File: src/rtl/merge_feeder.sv
// merge_feeder: collects two sorted halves of n elements each from a
// valid/ready stream and presents them side by side on inba, pulsing
// load[0] when half A is complete and load[1] when half B is complete.
// Optional sort-order checking is compiled in with MERGE_FEEDER_SORT_CHECK_EN.
module merge_feeder #(
  parameter int WIDTH = 8,
  parameter int n     = 8
) (
  input  logic                     clk,
  input  logic                     rst,
  input  logic                     in_valid,
  input  logic [WIDTH-1:0]         in_data,
  output logic                     in_ready,
  input  logic                     abort,
  output logic [1:0]               load,
  output logic [2*n*WIDTH-1:0]     inba,
  output logic                     busy,
  output logic                     err
);

  localparam int CW = (n > 1) ? $clog2(n + 1) : 1;
  localparam int IW = $clog2(2 * n);
  localparam logic [CW-1:0] LAST_CNT = CW'(n - 1);

  typedef enum logic [1:0] {
    FILL_A = 2'd0,
    LOAD_A = 2'd1,
    FILL_B = 2'd2,
    LOAD_B = 2'd3
  } state_t;

  state_t          state_reg;
  logic [CW-1:0]   count_reg;
  logic [1:0]      load_reg;

  logic            filling;
  logic            accept;
  logic            last_elem;
  logic [IW-1:0]   wr_idx;

  // Abort suppresses acceptance, so in_ready drops with it to keep the
  // handshake truthful.
  assign filling   = (state_reg == FILL_A) || (state_reg == FILL_B);
  assign in_ready  = rst && filling && !abort;
  assign accept    = in_valid && in_ready;
  assign last_elem = (count_reg == LAST_CNT);
  assign wr_idx    = ((state_reg == FILL_B) ? IW'(n) : IW'(0)) + IW'(count_reg);

  assign load = load_reg;
  assign busy = (state_reg != FILL_A) || (count_reg != '0);

  // Sequencer: counts accepted elements and emits one-cycle load pulses.
  always_ff @(posedge clk) begin
    if (!rst) begin
      state_reg <= FILL_A;
      count_reg <= '0;
      load_reg  <= 2'b00;
    end else begin
      load_reg <= 2'b00;
      case (state_reg)
        FILL_A, FILL_B: begin
          if (abort) begin
            count_reg <= '0;
            state_reg <= FILL_A;
          end else if (accept) begin
            if (last_elem) begin
              count_reg <= '0;
              if (state_reg == FILL_A) begin
                state_reg <= LOAD_A;
                load_reg  <= 2'b01;
              end else begin
                state_reg <= LOAD_B;
                load_reg  <= 2'b10;
              end
            end else begin
              count_reg <= count_reg + CW'(1);
            end
          end
        end
        LOAD_A:  state_reg <= FILL_B;
        LOAD_B:  state_reg <= FILL_A;
        default: state_reg <= FILL_A;
      endcase
    end
  end

  // One register per slot; a slot only changes when its own element arrives.
  generate
    for (genvar gi = 0; gi < 2 * n; gi++) begin : g_slot
      logic [WIDTH-1:0] slot_reg;

      // Capture the accepted element addressed to this slot.
      always_ff @(posedge clk) begin
        if (!rst) begin
          slot_reg <= '0;
        end else if (accept && (wr_idx == IW'(gi))) begin
          slot_reg <= in_data;
        end
      end

      assign inba[gi*WIDTH +: WIDTH] = slot_reg;
    end
  endgenerate

`ifdef MERGE_FEEDER_SORT_CHECK_EN
  logic [WIDTH-1:0] last_reg;
  logic             err_reg;

  // Sticky flag for an element smaller than its predecessor in the same half;
  // the first element of a half (count 0) has no predecessor to compare with.
  always_ff @(posedge clk) begin
    if (!rst) begin
      last_reg <= '0;
      err_reg  <= 1'b0;
    end else if (accept) begin
      last_reg <= in_data;
      if ((count_reg != '0) && (in_data < last_reg)) begin
        err_reg <= 1'b1;
      end
    end
  end

  assign err = err_reg;
`else
  assign err = 1'b0;
`endif

endmodule

File: config.mk
export PLATFORM = sky130hd
export DESIGN_NAME = merge_feeder
export DESIGN_NICKNAME = d
export VERILOG_FILES = /design/src/rtl/merge_feeder.sv
export SDC_FILE = /design/constraint.sdc
export NUM_CORES = 1
export LEC_CHECK = 0
export CORE_MARGIN = 2
export CORE_UTILIZATION = 40
export DETAILED_ROUTE_END_ITERATION = 8
export PLACE_DENSITY_LB_ADDON = 0.3
export RECOVER_POWER = 25
export SKIP_CTS_REPAIR_TIMING = 1
export SYNTH_ARGS = -nofsm -noshare
export SYNTH_HDL_FRONTEND = slang
export SYNTH_SLANG_ARGS = --single-unit
File: constraint.sdc
create_clock -name clk -period 3.7 [get_ports clk]
set_clock_uncertainty 0.2 [all_clocks]
set_input_delay 0.74 -clock clk [delete_from_list [all_inputs] [get_ports clk]]
set_output_delay 0.74 -clock clk [all_outputs]
set_load 0.02 [all_outputs]
-- After elaboration in Yosys (flattened, before gate mapping)
Cells that the tools add are included.
- register bits after elaboration: 136
- output and inout bits: 133
- word-level logic and storage cells: 87
- $add $sub $neg: 2
- equal/unequal tests: 21
- mux-type cells: 10
- bitwise logic cells: 4
- reduce and logical (&&, ||, !) cells: 31
- operators by type and width (kind ; number):
    $eq A4 B4 Y1 const B ; 8
    $eq A4 B3 Y1 const B ; 5
    $logic_and A1 B1 Y1 ; 19
    $mux W4 ; 4
    $mux W2 ; 5
    $eq A4 B2 Y1 const B ; 2
    $ne A3 B3 Y1 const B ; 2
    $pmux W2 S3 ; 1
    $reduce_or A5 Y1 ; 1
    $add A4 B1 Y4 const B ; 1
    $add A4 B4 Y4 ; 1
    $eq A2 B2 Y1 const B ; 2
    $eq A4 B1 Y1 const B ; 1
    $logic_not A4 Y1 ; 1
    $not A1 Y1 ; 4
    $reduce_and A2 Y1 ; 2
    $reduce_bool A2 Y1 ; 2
    $reduce_bool A4 Y1 ; 1
    $eq A2 B1 Y1 const B ; 1
    $logic_not A2 Y1 ; 1
    $logic_or A1 B1 Y1 ; 2
    $reduce_or A2 Y1 ; 1
    $logic_not A1 Y1 ; 1

-- Longest topological paths before layout
- depth in word-level cells: 8
- mapped depth: 6

-- Worst setup path after synthesis
OpenSTA, ideal clock, no wires.
- kind: in2out
- start: input rst
- end: output in_ready
- arrival time: 1704 ps
- path slack: 1056 ps
- stages: 4
- path through: buf_2 clkbuf_1 clkbuf_1 and2_1
- word-level cells in the longest chain between the ends: 2
- RTL lines (what ; RTL line ; RTL):
    start: declaration ; 10 ; input logic rst,
    $logic_and A1 B1 Y1 (2 in a row) ; 44 ; assign in_ready = rst && filling && !abort;
    end: declaration ; 13 ; output logic in_ready,
Every way passes these cells.

-- Worst setup path after layout
- start: input abort
- end: output in_ready
- word-level cells in the longest chain between the ends: 2
- RTL lines (what ; RTL line ; RTL):
    start: declaration ; 14 ; input logic abort,
    $logic_not A1 Y1 ; 44 ;
    $logic_and A1 B1 Y1 ; 44 ;
Every way passes these cells.

==> flow_results.org <==
** Place
- In this run the tool buffered the top-level ports with 143 buffer cells.
- Routability-driven placement finished with a final weighted congestion of 0.7990.
- Once detailed placement completed, the half-perimeter wirelength came to between 9000 and 10000 um.
- Total cell area at the placement stage :: a little under 0.007 mm^2

** Setup path
- The worst setup path is of the in2out kind.
- The startpoint identified for the worst register-to-register timing path is state_reg[0].
- Worst flop-to-flop path endpoint :: g_slot[4].slot_reg[1]
- Worst reg-to-reg path cell count :: 4
- In this run the worst path has a maximum fanout of 4.
- Worst setup EP type :: primary output
- Endpoint arrival time on the critical path :: 2.18 ns
- STA classifies the critical path startpoint as an input pin.
- For the worst setup path, the data required time is around 2.8 ns.
- Setup slack on the worst reg-to-reg path comes out at between 1 and 1.5 ns.

** Yosys
- Most used standard cell by instance count after synthesis :: sky130_fd_sc_hd__nand2_1
- Synthesis inferred 136 register bits.
- Most common flop cell mapped by yosys :: sky130_fd_sc_hd__dfxtp_1
- Largest area contributor in the netlist :: sky130_fd_sc_hd__dfxtp_1
- Averaged over all synthesized cells, the footprint is slightly above 10 um^2.
- Sorting the synthesized cells by area gives the leading types as sky130_fd_sc_hd__dfxtp_1 52%, sky130_fd_sc_hd__mux2i_1 25%, sky130_fd_sc_hd__nand2_1 10%.
- Post-synth EDFFs :: 0
- Number of different library cells in the post-synthesis netlist :: 38
- The share of synthesized area in the top cell type comes to 0.5248.
- Total nets after synthesis :: around 520
- Number of cells produced by synthesis :: 500
- Most common library cells after synthesis :: 138 x sky130_fd_sc_hd__nand2_1, 136 x sky130_fd_sc_hd__dfxtp_1, 130 x sky130_fd_sc_hd__mux2i_1
- The share of the Yosys chip area taken by registers is 0.5248.
- In the synthesized netlist the async set-or-reset flop fraction comes to 0.
- Post-synthesis instance area :: 0.005187 mm^2
- The Yosys step of the flow raised 0 warnings.

** Clocking
- CTS Root Buffer Type :: sky130_fd_sc_hd__clkbuf_16
- Longest Clk Path Bufs :: 2
- TritonCTS clock tree :: yes
- Insertion delay to the later sink of the worst-skew pair :: 0.42 ns
- Clock sink count :: 136
- Buffers inserted during clock tree synthesis total 17.
- The H-tree generated during clock tree synthesis spans 4 levels.
- CTS clock-pin slew for the worst setup and hold paths :: roughly 0.050 ns

** Floorplanning
- Measured along the y axis, the die boundary spans 117.9 um.
- The core region is approximately 0.013 mm^2.
- The die covers about 0.014 mm^2.
- Number of primary I/O pins :: ~150
- In this run the core area contains approximately 40 standard-cell rows.
- The initial utilization of the core area, before any placement, comes to 0.4111.
- The die is approximately 120 um wide.

** Cells and area
- Sequential Area :: ~0.0027 mm^2
- Final design area excluding fillers :: between 0.007 and 0.008 mm^2
- From synthesis to final layout, the design area changed by 42.91%.
- The repair_antennas step left the layout with diodes totalling 0.
- The register with the most flip-flops in the layout has around 130 of them.
- The multi-input combinational cells in the finished layout cover a total of 0.002283 mm^2.
- Filler instances :: 1105
- In the final layout, the share of cells above drive strength 1 is 0.08488.
- In the final design database the tool counted between 600 and 700 nets.

** Job
- Across the run, the number of max-cap violations was 1.

** Power
- In this run the static leakage power is a little under 3 nW.
- Maximum vdd ir drop :: 302.1 uV
- Power Dens Cells :: 472.8 mW/mm^2

** Detailed routing
- Via-per-instance ratio :: between 4 and 5
- Routed vias :: 4003
- Iteration count of the initial detailed-routing pass :: 4
- In the routed design, unresolved DRC markers number 0.
- After the first detailed-routing iteration, the DRC count stood at 242.
- Once detail routing completed, the nets flagged for antenna violations numbered 0.
- Avg WL per Cell :: approximately 17 um
- Final routed wirelength across all metal layers :: 14170 um

** Timing
- Final setup TNS :: 0 ns
- Total setup violations reported at the end of the flow :: 0
- Period Utilization, post-route :: 0.8433
- Headroom to the max-slew limit :: -0.009467
- Count of endpoints failing hold in the final timing report :: 0
- At the pin with the least slew margin, the transition time is between 1.5 and 2 ns.
- Unrepaired setup endpoints after global routing :: false
- Timing would allow up to 320.5 MHz.
- The number of slew-limit violations in the final report came to 79.
- The routed design could run at a clock period as short as between 3 and 4 ns.

** Global routing
- Final global-route overflow total :: 0
- In the global route stage, overall resource usage came out at 0.2126.
- Vias in the first global route :: between 4000 and 5000
- Global-route wire length before repair :: about 23000 um
- The number of antenna violations at the first check in global routing came to 0.
- Entering global routing, the biggest net connects 79 pins.

** Worst hold path
- Path class of the lowest-slack min-delay path :: reg2reg
- The worst hold path terminates at g_slot[5].slot_reg[0].
- Hold path startpoint :: g_slot[5].slot_reg[0]
- Instance count along the most critical hold path :: 2

** Outcome
- Status :: finished with violations
- Violations in the final reports :: capacitance limit, slew limit
[logic make-up after synthesis]
kind of cell             after synthesis  synth area share
AND/OR/NAND/NOR                      179            0.1669
XOR/XNOR                               1          0.001689
flip-flops                           136            0.5248
other                                  1         0.0007229
buffers and inverters                 41           0.03473
multiplexers                         131            0.2530
adder cells (fa/ha/maj)                4          0.009648
AO/OA/AOI/OAI                          7          0.008440
[through the flow]
step	setup WS, ns	hold WS, ns	cells	power (mW)	utilization
finish	0.5799	0.2529	820	3.505	0.5874
CTS	0.5571	0.2578	820	3.551	0.5894
detailed placement	0.6985	0.2486	788	1.617	0.5357
global route	0.4850	0.2692	820	3.615	0.5874
floorplan	1.056	0.2448	500	1.568	-
global placement	0.7131	0.2412	788	1.615	0.5357
[cell type report]
cell class / count / area share
clock buffer: 20 / 0.06160
clock inverter: 12 / 0.02987
inverter: 3 / 0.001519
multi-input combinational: 323 / 0.3080
sequential: 136 / 0.3673
tap: 172 / 0.02903
timing repair buffer: 154 / 0.2027
[layer usage]
metal	wire (um)	track usage
met5	0	0
met4	246	0.08208
met3	923	0.08140
met2	7041	0.3536
met1	5962	0.2472
[how the worst max path moves through the flow]
stage / start / end / slack [ns] / cells past startpoint
finish: abort / in_ready / 0.58 / 4
global route: count_reg[2] / busy / 0.49 / 2
CTS: count_reg[2] / busy / 0.56 / 2
detailed placement: abort / in_ready / 0.70 / 4
global placement: abort / in_ready / 0.71 / 4
floorplan: rst / in_ready / 1.06 / 4
[cell usage in the layout (no fill, tap or decap), drive strengths merged, types with 4 or more instances in the layout]
cell type,count
buf,9
bufinv,6
clkbuf,23
clkdlybuf4s50,82
dfxtp,136
dlygate4sd3,60
ha,4
mux2i,130
nand2,138
nand4,4
nor2,5
nor3,5
nor3b,6
[report_power, final]
group / internal [mW] / switching [mW] / leakage (nW)
clock network: 1.30 / 0.626 / 0.322
registers: 1.47 / 0.00295 / 1.10
logic: 0.0314 / 0.0780 / 1.51
total: 2.80 / 0.707 / 2.93
[critical path, stage by stage]
cell and delay [ns]:
sky130_fd_sc_hd__dlygate4sd3_1 0.58, sky130_fd_sc_hd__nor2_1 0.13, sky130_fd_sc_hd__and2_1 0.13, sky130_fd_sc_hd__clkdlybuf4s50_1 0.60
Note: power is estimated with default switching activity, not from simulation.
